<file path="config.mk">
export PLATFORM = sky130hd
export DESIGN_NAME = wb_ram_arbiter
export DESIGN_NICKNAME = d
export VERILOG_FILES = /design/src/rtl/wb_arb_pkg.sv /design/src/rtl/wb_arb_rr_pick.sv /design/src/rtl/wb_ram_arbiter.sv
export SDC_FILE = /design/constraint.sdc
export NUM_CORES = 1
export LEC_CHECK = 0
export ABC_AREA = 1
export BUFFER_PORTS_ARGS = -buffer_cell sky130_fd_sc_hd__buf_2
export CAP_MARGIN = 20
export CORE_AREA = 2 2 149 151
export CTS_BUF_LIST = sky130_fd_sc_hd__clkbuf_2 sky130_fd_sc_hd__clkbuf_4 sky130_fd_sc_hd__clkbuf_8
export CTS_CLUSTER_DIAMETER = 200
export CTS_CLUSTER_SIZE = 12
export DETAILED_ROUTE_END_ITERATION = 6
export DIE_AREA = 0 0 151 153
export SETUP_SLACK_MARGIN = 0.02
export SYNTH_ARGS = -nofsm -noshare
export SYNTH_HDL_FRONTEND = slang
export SYNTH_SLANG_ARGS = --single-unit
</file>
<file path="constraint.sdc">
create_clock -name wb_clk_i -period 1.76 [get_ports wb_clk_i]
set_input_delay 0.352 -clock wb_clk_i [delete_from_list [all_inputs] [get_ports wb_clk_i]]
set_output_delay 0.352 -clock wb_clk_i [all_outputs]
set_load 0.01 [all_outputs]
</file>
<file path="src/rtl/wb_arb_pkg.sv">
// Shared encodings for the Wishbone RAM arbiter.
// State encoding, Wishbone cycle-type constants and the timeout counter width.
package wb_arb_pkg;

    typedef enum logic {
        IDLE = 1'b0,
        BUSY = 1'b1
    } arb_state_t;

    localparam logic [2:0] CTI_CLASSIC = 3'b000;
    localparam logic [2:0] CTI_INCR    = 3'b010;
    localparam logic [2:0] CTI_EOB     = 3'b111;

    localparam int CNT_W = 8;

endpackage

</file>
<file path="src/rtl/wb_arb_rr_pick.sv">
// Combinational round-robin picker.
// The search starts one index after the last owner and wraps around.
module wb_arb_rr_pick #(
    parameter int N  = 3,
    parameter int IW = 2
) (
    input  logic [N-1:0]  req,
    input  logic [IW-1:0] last,
    output logic [N-1:0]  gnt
);

    // Walk from the farthest offset down so the nearest requester wins.
    always_comb begin
        gnt = '0;
        for (int i = N; i >= 1; i--) begin
            logic [IW-1:0] idx;
            idx = IW'((int'(last) + i) % N);
            if (req[idx]) begin
                gnt      = '0;
                gnt[idx] = 1'b1;
            end
        end
    end

endmodule

</file>
<file path="src/rtl/wb_ram_arbiter.sv">
// Round-robin Wishbone arbiter sharing one RAM slave among several masters.
// Define WB_ARB_TIMEOUT_EN to abort transfers that a slave stalls for too long.
module wb_ram_arbiter #(
    parameter int NUM_MASTERS    = 3,
    parameter int AW             = 32,
    parameter int DW             = 32,
    parameter int TIMEOUT_CYCLES = 255
) (
    input  logic                        wb_clk_i,
    input  logic                        wb_rst_ni,
    input  logic [NUM_MASTERS*AW-1:0]   m_adr_i,
    input  logic [NUM_MASTERS*DW-1:0]   m_dat_i,
    input  logic [NUM_MASTERS*DW/8-1:0] m_sel_i,
    input  logic [NUM_MASTERS-1:0]      m_we_i,
    input  logic [NUM_MASTERS-1:0]      m_cyc_i,
    input  logic [NUM_MASTERS-1:0]      m_stb_i,
    input  logic [NUM_MASTERS*3-1:0]    m_cti_i,
    input  logic [NUM_MASTERS*2-1:0]    m_bte_i,
    output logic [DW-1:0]               m_dat_o,
    output logic [NUM_MASTERS-1:0]      m_ack_o,
    output logic [NUM_MASTERS-1:0]      m_err_o,
    output logic [NUM_MASTERS-1:0]      m_rty_o,
    output logic [AW-1:0]               s_adr_o,
    output logic [DW-1:0]               s_dat_o,
    output logic [DW/8-1:0]             s_sel_o,
    output logic                        s_we_o,
    output logic                        s_cyc_o,
    output logic                        s_stb_o,
    output logic [2:0]                  s_cti_o,
    output logic [1:0]                  s_bte_o,
    input  logic [DW-1:0]               s_dat_i,
    input  logic                        s_ack_i,
    input  logic                        s_err_i,
    input  logic                        s_rty_i,
    output logic [NUM_MASTERS-1:0]      grant_o
);

    import wb_arb_pkg::*;

    localparam int N  = NUM_MASTERS;
    localparam int SW = DW / 8;
    localparam int IW = (N > 1) ? $clog2(N) : 1;

    if (TIMEOUT_CYCLES < 1 || TIMEOUT_CYCLES > 255) begin : g_bad_timeout
        $error("TIMEOUT_CYCLES must be in 1..255");
    end

    arb_state_t    state_q;
    logic [N-1:0]  grant_q;
    logic [IW-1:0] last_q;
    logic [N-1:0]  pick;
    logic [IW-1:0] pick_idx;
    logic          busy;
    logic          owner_cyc;
    logic          owner_stb;
    logic          timeout_hit;
    logic          term_en;

    assign busy    = (state_q == BUSY);
    assign grant_o = grant_q;
    assign m_dat_o = s_dat_i;

    wb_arb_rr_pick #(
        .N  (N),
        .IW (IW)
    ) u_pick (
        .req  (m_cyc_i),
        .last (last_q),
        .gnt  (pick)
    );

    always_comb begin
        pick_idx = '0;
        for (int k = 0; k < N; k++) begin
            if (pick[k]) pick_idx = IW'(k);
        end
    end

    // Grant is one-hot (or zero), so an OR of masked slices is the mux.
    always_comb begin
        s_adr_o   = '0;
        s_dat_o   = '0;
        s_sel_o   = '0;
        s_we_o    = 1'b0;
        s_cti_o   = '0;
        s_bte_o   = '0;
        owner_cyc = 1'b0;
        owner_stb = 1'b0;
        for (int k = 0; k < N; k++) begin
            if (grant_q[k]) begin
                s_adr_o   |= m_adr_i[k*AW +: AW];
                s_dat_o   |= m_dat_i[k*DW +: DW];
                s_sel_o   |= m_sel_i[k*SW +: SW];
                s_we_o    |= m_we_i[k];
                s_cti_o   |= m_cti_i[k*3 +: 3];
                s_bte_o   |= m_bte_i[k*2 +: 2];
                owner_cyc |= m_cyc_i[k];
                owner_stb |= m_stb_i[k];
            end
        end
    end

    assign s_cyc_o = busy && owner_cyc && !timeout_hit;
    assign s_stb_o = busy && owner_stb && !timeout_hit;

    assign term_en = wb_rst_ni && busy;
    assign m_ack_o = grant_q & {N{term_en && s_ack_i}};
    assign m_rty_o = grant_q & {N{term_en && s_rty_i}};
    assign m_err_o = grant_q & {N{term_en && (s_err_i || timeout_hit)}};

`ifdef WB_ARB_TIMEOUT_EN
    logic [CNT_W-1:0] to_cnt_q;

    assign timeout_hit = busy && (to_cnt_q == CNT_W'(TIMEOUT_CYCLES));

    always_ff @(posedge wb_clk_i) begin
        if (!wb_rst_ni || !s_stb_o || s_ack_i || s_err_i || s_rty_i) begin
            to_cnt_q <= '0;
        end else begin
            to_cnt_q <= to_cnt_q + CNT_W'(1);
        end
    end
`else
    assign timeout_hit = 1'b0;
`endif

    always_ff @(posedge wb_clk_i) begin
        if (!wb_rst_ni) begin
            state_q <= IDLE;
            grant_q <= '0;
            last_q  <= IW'(N - 1);
        end else begin
            unique case (state_q)
                IDLE: begin
                    if (|m_cyc_i) begin
                        state_q <= BUSY;
                        grant_q <= pick;
                        last_q  <= pick_idx;
                    end
                end
                BUSY: begin
                    if (!owner_cyc || timeout_hit) begin
                        state_q <= IDLE;
                        grant_q <= '0;
                    end
                end
            endcase
        end
    end

endmodule

</file>
==> impl_metrics.env <==
export IMPL_synth_seq_area_share_pct=5.53
export IMPL_slew_viol_final=0
export IMPL_critPathMaxFanout=7
export IMPL_required_ns=1.41
export IMPL_netlist_area_um2=2170
export IMPL_cts_sinks=6
export IMPL_syn_inst=455
export IMPL_pwr_density_cell_nw_per_um2=1310
export IMPL_multi_input_area_um2=1620
export IMPL_grt_max_degree=65
export IMPL_grt_pass1_vias=3717
export IMPL_postRouteAntennaNets=0
export IMPL_finalCritPeriodShare_pct=94.7
export IMPL_die_h_um=153
export IMPL_die_area_um2=23100
export IMPL_clk_latency_ns=0.22
export IMPL_fillCellCount=2552
export IMPL_rrSetupSlack_ns=0.17
export IMPL_mostFrequentLayoutCells="buf_2, nand2_1, nand3_1"
export IMPL_status="finished clean"
export IMPL_final_util_pct=18.5
export IMPL_max_slew_margin_pct=78.1
export IMPL_critPathLaunchType="register"
export IMPL_wirelength_um=14000
export IMPL_grt_overflow_total=0
export IMPL_hold_depth=2
export IMPL_htreeDepth=1
export IMPL_cts_hold_buf=0
export IMPL_cts_root_buffer="clkbuf_8"
export IMPL_nets=997
export IMPL_syn2layout_area_growth_pct=82.8
export IMPL_gp_congestion=0.853
export IMPL_drt_first_pass_iters=4
export IMPL_crit_type="reg -> out"
export IMPL_wl_per_cell_um=13.9
export IMPL_cts_buffer_depth=2
export IMPL_irDropWorstVdd_mv=0.552
export IMPL_numPortBuffers=320
export IMPL_dr_first_iter_drc_count=135
export IMPL_final_hold_violation_count=0
export IMPL_fmax_ghz=0.600
export IMPL_rsz0062_at_grt="false"
export IMPL_leakage_uw=0.00235
export IMPL_r2r_cells=9
export IMPL_rows=54
export IMPL_layout_commonest_cell="buf_2"
export IMPL_synthArstFlopShare_pct=0
export IMPL_synth_flop_cell="dfxtp_1"
export IMPL_whs_endpoint="last_q[1]$_SDFFE_PN1P_"
export IMPL_min_path_type="in -> reg"
export IMPL_pin_count=385
export IMPL_viasPerCell=3.82
export IMPL_avgSynthCellArea_um2=4.77
export IMPL_seq_area_um2=129
export IMPL_cp_end_kind="primary output"
export IMPL_ys_types=22
export IMPL_clk_pin_slew_ns=0.04
export IMPL_dp_hpwl_um=11700
export IMPL_cts_tree="done"
export IMPL_synth_fp_nets=724
export IMPL_fin_crit_ns=1.67
export IMPL_drc_errors=0
export IMPL_finalSetupViolCount=0
export IMPL_crit_arrival_ns=1.31
export IMPL_hp_start="wb_rst_ni"
export IMPL_yosys_register_bits=6
export IMPL_die_x_um=151
export IMPL_numCtsBuffers=3
export IMPL_grt_antenna_before_repair=2
export IMPL_start_util_pct=10.1
export IMPL_max_cap_viol_count=0
export IMPL_core_um2=21500
export IMPL_setup_tns_ns=0
export IMPL_worstMarginPinSlew_ns=0.328
export IMPL_grt_pass1_wl_um=19200
export IMPL_drive_above_1_share_pct=48.4
export IMPL_track_usage_pct=10.9
export IMPL_reg2reg_to="last_q[1]$_SDFFE_PN1P_"
export IMPL_r2r_start="last_q[0]$_SDFFE_PN0P_"
export IMPL_vias=3849
export IMPL_fin_skew_ns=0.00578
export IMPL_synth_edff_count=0
export IMPL_yosysWarnings=0
-- critical path: stages (launching register included) --
cell and delay [ns]:
dfxtp_1 0.44, nand3_1 0.30, nor2_1 0.20, buf_2 0.15
-- cells by family (layout without fill, tap and decap cells) --
| logic type | after synthesis | count (layout) | share of synthesized area, % |
|---|---|---|---|
| and+or+nand+nor | 350 | 350 | 67.3 |
| buffers and inverters | 81 | 353 | 20.2 |
| AOI/OAI and AO/OA | 14 | 14 | 4.67 |
| DFF | 6 | 6 | 5.53 |
| adders and majority gates | 4 | 4 | 2.30 |
| other | 0 | 1 | 0 |
-- cell type report --
cell class / instances / area share, %
antenna: 1 / 0.0630
clock buffer: 4 / 1.23
inverter: 22 / 2.08
multi-input combinational: 368 / 40.7
sequential: 6 / 3.25
tap: 280 / 8.82
timing repair buffer: 327 / 43.9
-- state kept, by name (all words and copies together), names as in the netlist --
register,count
busy,1
grant_o,3
last_q,2
-- per-stage QoR --
stage                     cell area (um^2)  instances  total power (uW)  setup WS (ns)  hold WS [ns]
after floorplan                       2170        455              2900          0.271         0.451
final                                 3970       1008              5210         0.0933         0.407
after CTS                             3930       1006              5200         0.0240         0.407
after global routing                  3970       1008              5780         0.0346         0.424
after global placement                3880       1002              4930          0.204         0.508
after detailed placement              3880       1002              4940          0.142         0.522
-- report_power, final --
part	total [uW]	switching, uW	leakage [uW]	internal [uW]
clock network	233	61.5	0.0000262	171
registers	312	107	0.0000514	204
logic	4670	2880	0.00228	1790
-- synthesized netlist by cell type (2+ instances only) --
| cell | count | share of area [%] |
|---|---|---|
| inv_1 | 17 | 2.9 |
| nand3_1 | 85 | 20 |
| nand2_2 | 3 | 0.86 |
| a21oi_1 | 4 | 0.92 |
| dfxtp_1 | 6 | 5.5 |
| a21oi_2 | 2 | 0.81 |
| buf_2 | 12 | 2.8 |
| buf_1 | 3 | 0.52 |
| nor2_1 | 10 | 1.7 |
| buf_4 | 32 | 11 |
| o211ai_1 | 2 | 0.69 |
| o21ai_1 | 3 | 0.69 |
| nand2_1 | 248 | 43 |
| ha_1 | 4 | 2.3 |
| clkbuf_1 | 12 | 2.1 |
| inv_2 | 5 | 0.86 |
| nand3_2 | 2 | 0.92 |
-- worst max path at each step --
| stage | from | endpoint | slack, ns | depth (start not counted) |
|---|---|---|---|---|
| 3_5_place_dp | last_q[0]$_SDFFE_PN0P_ | grant_o[1]$_SDFFE_PN0P_ | 0.14 | 8 |
| 5_1_grt | last_q[0]$_SDFFE_PN0P_ | last_q[1]$_SDFFE_PN1P_ | 0.03 | 9 |
| 3_3_place_gp | last_q[0]$_SDFFE_PN0P_ | grant_o[1]$_SDFFE_PN0P_ | 0.20 | 8 |
| 4_1_cts | grant_o[1]$_SDFFE_PN0P_ | m_rty_o[1] | 0.02 | 4 |
| 6_report | busy$_SDFF_PN0_ | m_rty_o[1] | 0.09 | 3 |
| 2_1_floorplan | grant_o[0]$_SDFFE_PN0P_ | s_bte_o[0] | 0.27 | 5 |
-- routing by layer --
metal	GRT usage (%)	wire length, um	share of wire (%)
met1	11.1	5170	37
met2	20.9	6780	48
met3	3.64	1660	12
met4	3.12	389	2.8
met5	0	8	0.057
-- timing repair --
item | in CTS | in global routing
buffers inserted | 0 | 0
endpoints found under the setup margin | 0 | 13
resized for setup | 0 | 3
Power figures use the tool's default switching activity.
